File: src/rtl/multicycle_control_unit.sv
// Multi-cycle control unit: accepts one opcode per handshake and walks it through
// DECODE/EXEC/MEM/WB, driving register-bank, writeback-select, ALU and RAM strobes.
module multicycle_control_unit #(
  parameter int OP_W    = 3,
  parameter int ALU_W   = 4,
  parameter int TIMEOUT = 15
) (
  input  logic             clk,
  input  logic             rst_n,
  input  logic             instr_valid,
  input  logic [OP_W-1:0]  op_code,
  output logic             instr_ready,
  input  logic             mem_ready,
  output logic             wEnable_BR,
  output logic             SEL_dmx,
  output logic [ALU_W-1:0] OP_alu,
  output logic             W_ram,
  output logic             R_ram,
  output logic             busy,
  output logic             done,
  output logic             illegal_op,
  output logic             mem_timeout,
  output logic [2:0]       state_dbg
);

  // Handshake: an opcode transfers on a rising edge where instr_valid && instr_ready;
  // instr_ready is high only in IDLE and never depends on instr_valid.
  typedef enum logic [2:0] {
    S_IDLE   = 3'd0,
    S_DECODE = 3'd1,
    S_EXEC   = 3'd2,
    S_MEM    = 3'd3,
    S_WB     = 3'd4
  } state_t;

  state_t          state, state_nx;
  logic [OP_W-1:0] op_q;
  logic [7:0]      cnt_q, cnt_nx, cnt_inc;
  logic            illegal_q, illegal_nx, tmo_q, tmo_nx;
  logic [31:0]     op_ext;
  logic [3:0]      alu_code;
  logic            is_alu, is_sw, is_lw, is_nop, is_ill;

  assign op_ext  = 32'(op_q);
  assign cnt_inc = cnt_q + 8'd1;

  always_comb begin
    alu_code = 4'b0000;
    is_alu   = 1'b0;
    is_sw    = 1'b0;
    is_lw    = 1'b0;
    is_nop   = 1'b0;
    is_ill   = 1'b0;
    case (op_ext)
      32'd0:   begin alu_code = 4'b0010; is_alu = 1'b1; end
      32'd1:   begin alu_code = 4'b0110; is_alu = 1'b1; end
      32'd2:   begin alu_code = 4'b0111; is_alu = 1'b1; end
      32'd3:   begin alu_code = 4'b1111; is_sw  = 1'b1; end
      32'd4:   begin alu_code = 4'b0111; is_lw  = 1'b1; end
      32'd5:   is_nop = 1'b1;
      default: is_ill = 1'b1;
    endcase
  end

  always_ff @(posedge clk or negedge rst_n) begin
    if (!rst_n) begin
      state     <= S_IDLE;
      op_q      <= '0;
      cnt_q     <= 8'd0;
      illegal_q <= 1'b0;
      tmo_q     <= 1'b0;
    end else begin
      state     <= state_nx;
      cnt_q     <= cnt_nx;
      illegal_q <= illegal_nx;
      tmo_q     <= tmo_nx;
      if (state == S_IDLE && instr_valid) op_q <= op_code;
    end
  end

  always_comb begin
    state_nx    = state;
    cnt_nx      = cnt_q;
    illegal_nx  = illegal_q;
    tmo_nx      = tmo_q;
    instr_ready = 1'b0;
    busy        = 1'b0;
    done        = 1'b0;
    wEnable_BR  = 1'b0;
    SEL_dmx     = 1'b0;
    W_ram       = 1'b0;
    R_ram       = 1'b0;
    OP_alu      = (state == S_IDLE) ? '0 : ALU_W'(alu_code);
    case (state)
      S_IDLE: begin
        instr_ready = 1'b1;
        if (instr_valid) begin
          illegal_nx = 1'b0;
          tmo_nx     = 1'b0;
          state_nx   = S_DECODE;
        end
      end
      S_DECODE: begin
        busy = 1'b1;
        if (is_ill) begin
          illegal_nx = 1'b1;
          done       = 1'b1;
          state_nx   = S_IDLE;
        end else if (is_nop) begin
          done     = 1'b1;
          state_nx = S_IDLE;
        end else if (is_sw || is_lw) begin
          cnt_nx   = 8'd0;
          state_nx = S_MEM;
        end else if (is_alu) begin
          state_nx = S_EXEC;
        end
      end
      S_EXEC: begin
        busy     = 1'b1;
        state_nx = S_WB;
      end
      S_MEM: begin
        busy    = 1'b1;
        W_ram   = is_sw;
        R_ram   = is_lw;
        SEL_dmx = is_sw;
        // A ready RAM wins over an expiring timeout in the same cycle.
        if (mem_ready) begin
          if (is_sw) begin
            done     = 1'b1;
            state_nx = S_IDLE;
          end else begin
            state_nx = S_WB;
          end
        end else begin
          cnt_nx = cnt_inc;
          if (cnt_inc == 8'(TIMEOUT)) begin
            tmo_nx   = 1'b1;
            done     = 1'b1;
            state_nx = S_IDLE;
          end
        end
      end
      S_WB: begin
        busy       = 1'b1;
        wEnable_BR = 1'b1;
        SEL_dmx    = is_lw;
        done       = 1'b1;
        state_nx   = S_IDLE;
      end
      default: state_nx = S_IDLE;
    endcase
  end

  assign illegal_op  = illegal_q;
  assign mem_timeout = tmo_q;
  assign state_dbg   = state;

endmodule

File: config.mk
export PLATFORM = sky130hd
export DESIGN_NAME = multicycle_control_unit
export DESIGN_NICKNAME = d
export VERILOG_FILES = /design/src/rtl/multicycle_control_unit.sv
export SDC_FILE = /design/constraint.sdc
export NUM_CORES = 1
export LEC_CHECK = 0
export ABC_AREA = 1
export BUFFER_PORTS_ARGS = -buffer_cell sky130_fd_sc_hd__buf_2
export CAP_MARGIN = 20
export CORE_AREA = 2 2 49 51
export DETAILED_ROUTE_END_ITERATION = 6
export DIE_AREA = 0 0 51 53
export GPL_ROUTABILITY_DRIVEN = 1
export PLACE_DENSITY = 0.72
export SYNTH_ARGS = -nofsm -noshare
export SYNTH_HDL_FRONTEND = slang
export SYNTH_SLANG_ARGS = --single-unit
File: constraint.sdc
create_clock -name clk -period 3.09 [get_ports clk]
set_clock_uncertainty 0.2 [all_clocks]
set_input_delay 0.309 -clock clk [delete_from_list [all_inputs] [get_ports clk]]
set_output_delay 0.309 -clock clk [all_outputs]
set_load 0.01 [all_outputs]
; After elaboration in Yosys (flattened, before gate mapping)
; Cells that the tools add are included.
[word_totals]
regBits = 16
out_inout_bits = 16
input_bits = 7
[classes]
mux = 38
reduce_logical = 15
eq_ne = 19
n_addsub = 1
[op_table]
columns = cell, count
row1 = zero test 32 bit, 1
row2 = 2-to-1 mux 8 bit, 4
row3 = 2-to-1 mux 3 bit, 8
row4 = 2-to-1 mux 1 bit, 18
row5 = case mux 4 bit (4 select lines), 1
row6 = case mux 8 bit (2 select lines), 1
row7 = "!= test 2 bit, second input constant", 7
row8 = "== test 3 x 2 -> 1 bit, second input constant", 4
row9 = case mux 3 bit (4 select lines), 1
row10 = "== test 3 bit, second input constant", 3
row11 = "adder 8 x 1 -> 8 bit, second input constant", 1
row12 = "== test 8 x 4 -> 1 bit, second input constant", 1
row13 = "== test 3 x 1 -> 1 bit, second input constant", 2
row14 = case mux 1 bit (2 select lines), 3
row15 = AND reduction 3 bit, 2
row16 = nonzero test 2 bit, 3
row17 = OR reduction 6 bit, 1
row18 = "!= test 5 bit, second input constant", 1
row19 = AND reduction 5 bit, 1
row20 = 2-to-1 mux 4 bit, 1
row21 = AND reduction 4 bit, 1
row22 = OR reduction 4 bit, 1
row23 = zero test 3 bit, 1
row24 = "!= test 3 bit, second input constant", 1
row25 = other kinds (5), 5

; Depth between registers and ports, before layout
; Gate-level depths: netlist of run 1.
[depth]
ltp_word = 8
depth_mapped = 12
ltp_nobuf = 12

; Least setup slack after synthesis of run 1
; OpenSTA, ideal clock, no wires.
[synth_path]
path_type = register -> output
startpoint = register cnt_q[1]
endpoint = output done
path_buffers = 0
required_time_ps = 2581
path_stages_with_launch = 11
slack_ps = 1283
arrival_ps = 1298
path_cell_list = dfrtp_1 -> ha_1 -> nand3_1 -> nand2_1 -> nand2_1 -> nand3_1 -> nor2_2 -> nand2_1 -> nand2_1 -> nand3_1 -> nand2_1
[synth_between]
elab_chain_len = 5
[synth_rtl]
columns = element, line_no
row1 = start: declaration, 38  ; logic [7:0] cnt_q, cnt_nx, cnt_inc;
row2 = start signal: assignment, 74  ; cnt_q <= cnt_nx;
row3 = adder 8 x 1 -> 8 bit, 45  ; assign cnt_inc = cnt_q + 8'd1;
row4 = == test 8 x 4 -> 1 bit, 138  ; if (cnt_inc == 8'(TIMEOUT)) begin
row5 = 2-to-1 mux 1 bit, 138
row6 = 2-to-1 mux 1 bit, 129  ; if (mem_ready) begin
row7 = case mux 1 bit (3 select lines), 94  ; case (state)
row8 = end: declaration, 20  ; output logic done,
; Every way passes these cells.

; Worst setup path in the final report of run 1
; Ends and elaborated chain as after synthesis.

==> results of run 1 <==
-- cell type report --
cell class | count | share of cell area
multi-input combinational | 103 | 0.4418
inverter | 22 | 0.06735
clock buffer | 4 | 0.02959
tap | 28 | 0.02857
timing repair buffer | 24 | 0.1061
sequential | 16 | 0.3265
-- power groups by stage --
stage          registers (W)  logic [W]  clock network (W)
3_5_place_dp        0.000401   0.000617                  0
2_1_floorplan       0.000394   0.000432                  0
5_1_grt             0.000409   0.000698           0.000155
6_report            0.000396   0.000616           0.000139
4_1_cts             0.000397   0.000621           0.000145
3_3_place_gp        0.000395   0.000608                  0
-- per-layer routing --
metal / global-route usage / part of all wire / vias to the layer above
met1: 0.2281 / 0.46 / 460
met4: 0.06306 / 0.0058 / 0
li1: - / - / 512
met2: 0.3182 / 0.49 / 24
met5: 0 / 0 / -
met3: 0.05932 / 0.040 / 2
-- metrics by stage --
| step | instances | hold slack, ps | worst slack [ps] | power (W) | utilization |
|---|---|---|---|---|---|
| 5_1_grt | 197 | 6.905 | 502.1 | 0.001262 | 0.5708 |
| 3_3_place_gp | 191 | 43.06 | 1134 | 0.001003 | 0.5446 |
| 6_report | 197 | 11.05 | 732.2 | 0.001152 | 0.5708 |
| 2_1_floorplan | 142 | -186.6 | 1283 | 0.0008257 | - |
| 4_1_cts | 196 | 1.249 | 727.3 | 0.001163 | 0.5661 |
| 3_5_place_dp | 191 | 47.45 | 1059 | 0.001017 | 0.5446 |
-- synth_stat cells (all sizes together) --
library cell,instances
ha,2
nand3,16
o22ai,4
nand3b,1
nand4,2
buf,1
o21ai,11
nand2,39
or2,1
a21oi,5
dfrtp,16
nor2,20
o21a,1
nor3,1
inv,22
-- critical path: cells and delay by family (launching register included) --
kind / cells / cell delay, ps
fa+ha+maj: 1 / 240
compound gates: 1 / 140
flops: 1 / 430
simple gates: 7 / 650
buf+inv: 1 / 120
-- how the worst max path moves through the flow --
stage                       to  slack [ps]  depth (start not counted)
final                     done         730                         10
after global routing      done         500                         10
after CTS                 done         730                         10
after detailed placement  done        1060                         10
after global placement    done        1130                         11
after floorplan           done        1280                         10
-- sequential cells by signal, indices dropped and copies added, names as in the netlist --
| register | count |
|---|---|
| cnt_q | 8 |
| mem_timeout | 1 |
| op_q | 3 |
| state_dbg | 3 |
| illegal_op | 1 |
-- cells by family after synthesis --
| logic type | synth area share |
|---|---|
| buffers and inverters | 0.08727 |
| AO/OA/AOI/OAI | 0.1491 |
| flip-flops | 0.3879 |
| adder cells (fa/ha/maj) | 0.02424 |
| AND/OR/NAND/NOR | 0.3515 |
-- timing repair --
| item | CTS | global route |
|---|---|---|
| endpoints found under the hold margin | 16 | 1 |
| hold buffers | 1 | 1 |
| setup buffers | 0 | 0 |
==> run summary, run 1 <==
==================================================================================
Run status                                                               completed
Resized cells post-CTS                                                           0
Die outline area                                                        2703 sq um
Int Power                                                              0.0005992 W
Most common library cell in the layout ignoring fill and taps         sky130_fd_sc_hd__nand2_1
Clk Tree Root Cell                                                    sky130_fd_sc_hd__clkbuf_4
Via count of the first global-routing pass                                     890
Overall fraction of global-route tracks in use                              0.1891
Total vias in the final route                                                  998
Clock Sinks                                                                     16
Final max-slew violation count                                                   0
Category of the worst setup path launch point                                 flop
Share of final-layout standard cells stronger than drive strength 1         0.2840
Fraction of power spent switching nets                                      0.4797
Final Critical Period                                                      2358 ps
Via-to-Cell Ratio                                                            5.066
Number of nets in the finished design                                          179
Pin count of the biggest net entering global routing                            17
Area growth from synthesis to layout                                        18.79%
Post-synthesis cell type count                                                  22
Synth top area share                                                        0.3879
Netlist Area Pre-Place                                                  1032 sq um
Critical Path RT                                                           2580 ps
Count of inserted antenna diode cells                                            0
CTS clk-pin slew, worst paths                                                90 ps
Largest stage delay on the critical path                                    430 ps
Total Negative Setup Slacks                                                   0 ps
Number of fill cells                                                           202
R2R Path Start                                                        state_dbg[0]
Last weighted congestion value of the routability-driven placer             0.9211
Beginning of the critical path                                            cnt_q[1]
Fraction of the cycle the final worst path needs                            0.7630
F_max                                                                    424.1 MHz
Detailed-route wire length per cell                                   11.46 microns
Total non-filler cell area in the finished layout                       1226 sq um
Maximum fanout along the worst path                                              5
Detailed Place HPWL                                                   1719 microns
Number of placed I/O pins                                                       23
Tightest Pin Transition                                                   442.1 ps
End point of the most critical hold path                                   op_q[1]
Most prevalent standard cell on the critical path                     sky130_fd_sc_hd__nand2_1
Share of power burned in registers                                           0.344
Total placed instance area                                              1170 sq um
Combinational cell fraction of total power                                   0.535
Worst Hold Depth                                                                 3
Remaining max-slew budget at the tightest pin                               0.7050
Final global-route overflow total                                                0
Worst path slowest cell                                               sky130_fd_sc_hd__dfrtp_1
Site row count                                                                  17
Clock latency on the worst-skew pair                                        290 ps
Power density relative to cell area                                   939.2 nW/um^2
Seq cells post-synth                                                            16
DRC Markers                                                                      0
Number of nets with antenna violations after routing                             0
Worst setup path class                                                flop to primary output
Path depth of the worst reg2reg path                                             5
Port-buffer cells                                                               22
Library cell occupying the most area in the post-synthesis netlist    sky130_fd_sc_hd__dfrtp_1
Leading cell types by total area after synthesis                      sky130_fd_sc_hd__dfrtp_1, sky130_fd_sc_hd__nand2_1, sky130_fd_sc_hd__nand3_1
Crit path capture type                                                primary output
Internal reg-to-reg setup slack                                            1260 ps
Storage element area                                                   400.4 sq um
CTS tree                                                                       yes
Unrepaired setup endpoints after global routing                              false
Most frequent cells in the layout                                     sky130_fd_sc_hd__nand2_1, sky130_fd_sc_hd__buf_2, sky130_fd_sc_hd__inv_1
Switching power total                                                  0.0005524 W
Starting utilization of the core area                                       0.4805
Cell-by-cell listing of the critical path                             ha_1 -> nand3_1 -> o21ai_1 -> nand2_1 -> nor2_2 -> nand2_1 -> nand2_1 -> nand3_1 -> nand2_1 -> buf_2
Antenna violations before repair                                                 0
Clock buffer count from CTS                                                      3
Setup violators final                                                            0
Hold Crit Start                                                         op_code[1]
Area of the core region                                                 2148 sq um
Maximum buffer depth of the clock tree                                           2
Register area share after synthesis                                         0.3879
Number of warnings reported in the yosys synthesis log                           0
Number of max-capacitance violations reported                                    0
Net Count, Synth                                                               151
Area of the multi-input gates                                          541.8 sq um
Static Leakage                                                           0.6369 nW
Terminus of the critical flop-to-flop path                                cnt_q[2]
Data arrival, critical path                                                1850 ps
Number of instances in the synthesized netlist                                 142
CTS H-Tree Depth                                                                 1
Worst Hold Class                                                      input port to flop
Syn avg cell area                                                      7.269 sq um
Die boundary width                                                      51 microns
Initial detailed-routing violation count                                        24
Final hold violations                                                            0
Drt total wl                                                          2258 microns
First-pass iteration count of the detailed router                                4
Die boundary height                                                     53 microns
IR drop worst, VDD                                                       0.6666 mV
Wire length of the first global-routing pass                          3808 microns
Clock network fraction of total power                                        0.121
==================================================================================
Power figures use the tool's default switching activity.
==> run 2, diff against run 1 <==
Settings changed: ABC_AREA 1 to 0, CORE_AREA 2 2 49 51 to 2 2 50 52, DIE_AREA 0 0 51 53 to 0 0 52 54, PLACE_DENSITY 0.72 to 0.71.
Clock period 3.09 ns to 2 ns, I/O delays scaled along.
==> run summary, run 2 <==
==================================================================================
Run status                                                            complete, but fails checks
Failing checks                                                        negative setup slack
Maximum buffer depth of the clock tree                                           2   unchanged
Clk Tree Root Cell                                                    sky130_fd_sc_hd__clkbuf_4
Netlist Area Pre-Place                                                  1013 sq um   -1.8%
Static Leakage                                                           0.6174 nW   -3.1%
Number of nets with antenna violations after routing                             0   unchanged
Die boundary width                                                      52 microns   +2.0%
Leading cell types by total area after synthesis                      sky130_fd_sc_hd__dfrtp_1, sky130_fd_sc_hd__nor2_1, sky130_fd_sc_hd__nand2_1
Library cell occupying the most area in the post-synthesis netlist    sky130_fd_sc_hd__dfrtp_1
Top sig layer                                                                 met4
Register area share after synthesis                                         0.3951   +0.007183
Net Count, Synth                                                               116   -23%
First-pass iteration count of the detailed router                                4   unchanged
Power density relative to cell area                                   1204 nW/um^2   +28%
Cell-by-cell listing of the critical path                             buf_4 -> nand3_2 -> xor2_2 -> nor3_2 -> a211o_1 -> buf_2
Number of warnings reported in the yosys synthesis log                           0   unchanged
Total vias in the final route                                                  929   -6.9%
Detailed Place HPWL                                                   1544 microns   -10%
Maximum fanout along the worst path                                              5   unchanged
Worst setup margin                                                       -44.31 ps   -776.5 ps
Int Power                                                              0.0008562 W   +43%
IR drop worst, VDD                                                       0.8915 mV   +34%
Most common library cell in the layout ignoring fill and taps         sky130_fd_sc_hd__buf_2
Synth top area share                                                        0.3951   +0.007183
Worst setup path class                                                flop to primary output
Port-buffer cells                                                               22   unchanged
Final global-route overflow total                                                0   unchanged
Total non-filler cell area in the finished layout                       1260 sq um   +2.8%
Number of instances in the synthesized netlist                                 107   -25%
Buf+Inv Stages, Crit Path                                                        2   +1
Critical Path RT                                                           1600 ps   -980 ps
CTS tree                                                                       yes
Worst hold slack after final layout                                       62.20 ps   +51.15 ps
Post-route core utilization                                                 0.5432   -0.02761
Total Negative Setup Slacks                                              -44.31 ps   -44.31 ps
Area growth from synthesis to layout                                        24.32%
Number of max-capacitance violations reported                                    0   unchanged
Max reg flops                                                                    8   unchanged
Worst path slowest cell                                               sky130_fd_sc_hd__dfrtp_1
Antenna violations before repair                                                 0   unchanged
Data arrival, critical path                                                1640 ps   -210 ps
Overall fraction of global-route tracks in use                              0.1776   -0.01154
CTS clk-pin slew, worst paths                                               100 ps   about the same
CTS H-Tree Depth                                                                 1   unchanged
Worst Hold Class                                                      input port to flop
Register with the highest flop count                                         cnt_q
Die outline area                                                        2808 sq um   +3.9%
Setup violators final                                                            1   +1
Final hold violations                                                            0   unchanged
Commonest cells in the netlist                                        sky130_fd_sc_hd__dfrtp_1, sky130_fd_sc_hd__nor2_1, sky130_fd_sc_hd__nand2_1
Die boundary height                                                     54 microns   +1.9%
Pin count of the biggest net entering global routing                            17   unchanged
Share of final-layout standard cells stronger than drive strength 1         0.3333   +0.04931
Most common cell in the synthesized netlist                           sky130_fd_sc_hd__dfrtp_1
Largest stage delay on the critical path                                    420 ps   about the same
Number of enable flip-flop cells after synthesis                                 0   unchanged
Detailed-route wire length per cell                                   13.38 microns   +17%
Clock buffer count from CTS                                                      3   unchanged
Final Critical Period                                                      2044 ps
Total placed instance area                                              1104 sq um   -5.7%
Wire length of the first global-routing pass                          3643 microns   -4.3%
Initial detailed-routing violation count                                        10   -58%
Via-to-Cell Ratio                                                            5.433   +7.2%
Number of placed I/O pins                                                       23   unchanged
Area of the core region                                                 2320 sq um   +8.0%
Crit path capture type                                                primary output
DRC Markers                                                                      0   unchanged
Post-synthesis cell type count                                                  37   +68%
Category of the worst setup path launch point                                 flop
Switching power total                                                  0.0006605 W   +20%
Fraction of the cycle the final worst path needs                             1.022
Clock latency on the worst-skew pair                                        300 ps   about the same
Number of nets in the finished design                                          151   -16%
Clock Sinks                                                                     16   unchanged
Via count of the first global-routing pass                                     820   -7.9%
Routed length on met2                                                 1131 microns   +1.8%
Ys flop type                                                          sky130_fd_sc_hd__dfrtp_1
Wire length the detailed router placed on met1                        1033 microns   -0.86%
Kind of cell with the highest combined delay on the critical path       flip-flops
Drt total wl                                                          2288 microns   +1.3%
Last weighted congestion value of the routability-driven placer             0.7676   -17%
Unrepaired setup endpoints after global routing                               true
Fraction of power spent switching nets                                      0.4355   -0.04422
Most frequent cells in the layout                                     sky130_fd_sc_hd__buf_2, sky130_fd_sc_hd__nor2_1, sky130_fd_sc_hd__dfrtp_1
Starting utilization of the core area                                       0.4369   -0.04360
Share of power burned in registers                                           0.373   +0.029
Metal3 WL                                                               63 microns   -31%
Count of inserted antenna diode cells                                            0   unchanged
Post-synthesis async set-or-reset flop share                                 1.000   unchanged
Syn avg cell area                                                      9.472 sq um   +30%
Combinational cell fraction of total power                                   0.477   -0.058
Final max-slew violation count                                                   0   unchanged
Clock network fraction of total power                                        0.150   +0.029
Site row count                                                                  18   +1
F_max                                                                    489.2 MHz
Tightest Pin Transition                                                   429.0 ps   -13.03 ps
Remaining max-slew budget at the tightest pin                               0.7115   +0.006566
Seq cells post-synth                                                            16   unchanged
==================================================================================
[run 2: worst paths after layout]
path / cells after the start / end / slack, ps / start
worst min-delay path: 4 / cnt_q[2] / 60 / mem_ready
worst min register to register: 1 / mem_timeout / 290 / mem_timeout
min in group asynchronous: 2 / cnt_q[0] / 130 / rst_n
max in group asynchronous: 2 / state_dbg[0] / 1190 / rst_n
worst max-delay path: 6 / done / -40 / cnt_q[1]
worst max register to register: 7 / mem_timeout / 330 / cnt_q[1]
[run 2: through the flow]
stage | std cells | setup WS, ps | total power, W
floorplan | 107 | 292.7 | 0.001096
global placement | 156 | 169.0 | 0.001208
detailed placement | 156 | 108.3 | 0.001240
CTS | 171 | 0.8029 | 0.001504
global route | 171 | -164.7 | 0.001626
finish | 171 | -44.31 | 0.001517
[run 2: what timing repair did]
item | in CTS | in global routing
endpoints found under the hold margin | 21 | 0
setup buffers | 5 | 0
hold buffers | 6 | 0
gates resized for setup | 7 | 0
pin swaps | 4 | 0
endpoints found under the setup margin | 1 | 2
[run 2: final cells by class]
| class | count | area [sq um] |
|---|---|---|
| clock buffer | 4 | 36.28 |
| fill | 215 | 1060 |
| inverter | 2 | 7.507 |
| multi-input combinational | 84 | 553.0 |
| sequential | 16 | 402.9 |
| tap | 30 | 37.54 |
| timing repair buffer | 35 | 222.7 |
[run 2: power groups by stage]
stage	Combinational, W	Clock, W	Sequential (W)
floorplan	0.000602	0	0.000493
global placement	0.000656	0	0.000552
detailed placement	0.000676	0	0.000565
CTS	0.000723	0.000220	0.000561
global route	0.000794	0.000253	0.000579
finish	0.000724	0.000227	0.000566
[run 2: worst register-to-register path, delay by kind of cell, from the launching register on]
kind                   cells  cell delay [ps]
XOR/XNOR                   1              210
flip-flops                 1              420
AND/OR/NAND/NOR            2              200
AO/OA/AOI/OAI              1              150
buffers and inverters      3              390
[run 2: cell families after synthesis]
logic type	count (synthesis)	synth area share
AND/OR/NAND/NOR	51	0.2679
flip-flops	16	0.3951
XOR/XNOR	4	0.03457
adder cells (fa/ha/maj)	2	0.02469
buffers and inverters	7	0.07902
multiplexers	3	0.03333
AO/OA/AOI/OAI	24	0.1654
[run 2: per-layer routing]
metal,vias up,GRT usage
met5,-,0
met1,453,0.2195
met3,7,0.02778
li1,450,-
met2,19,0.2890
met4,0,0.1140
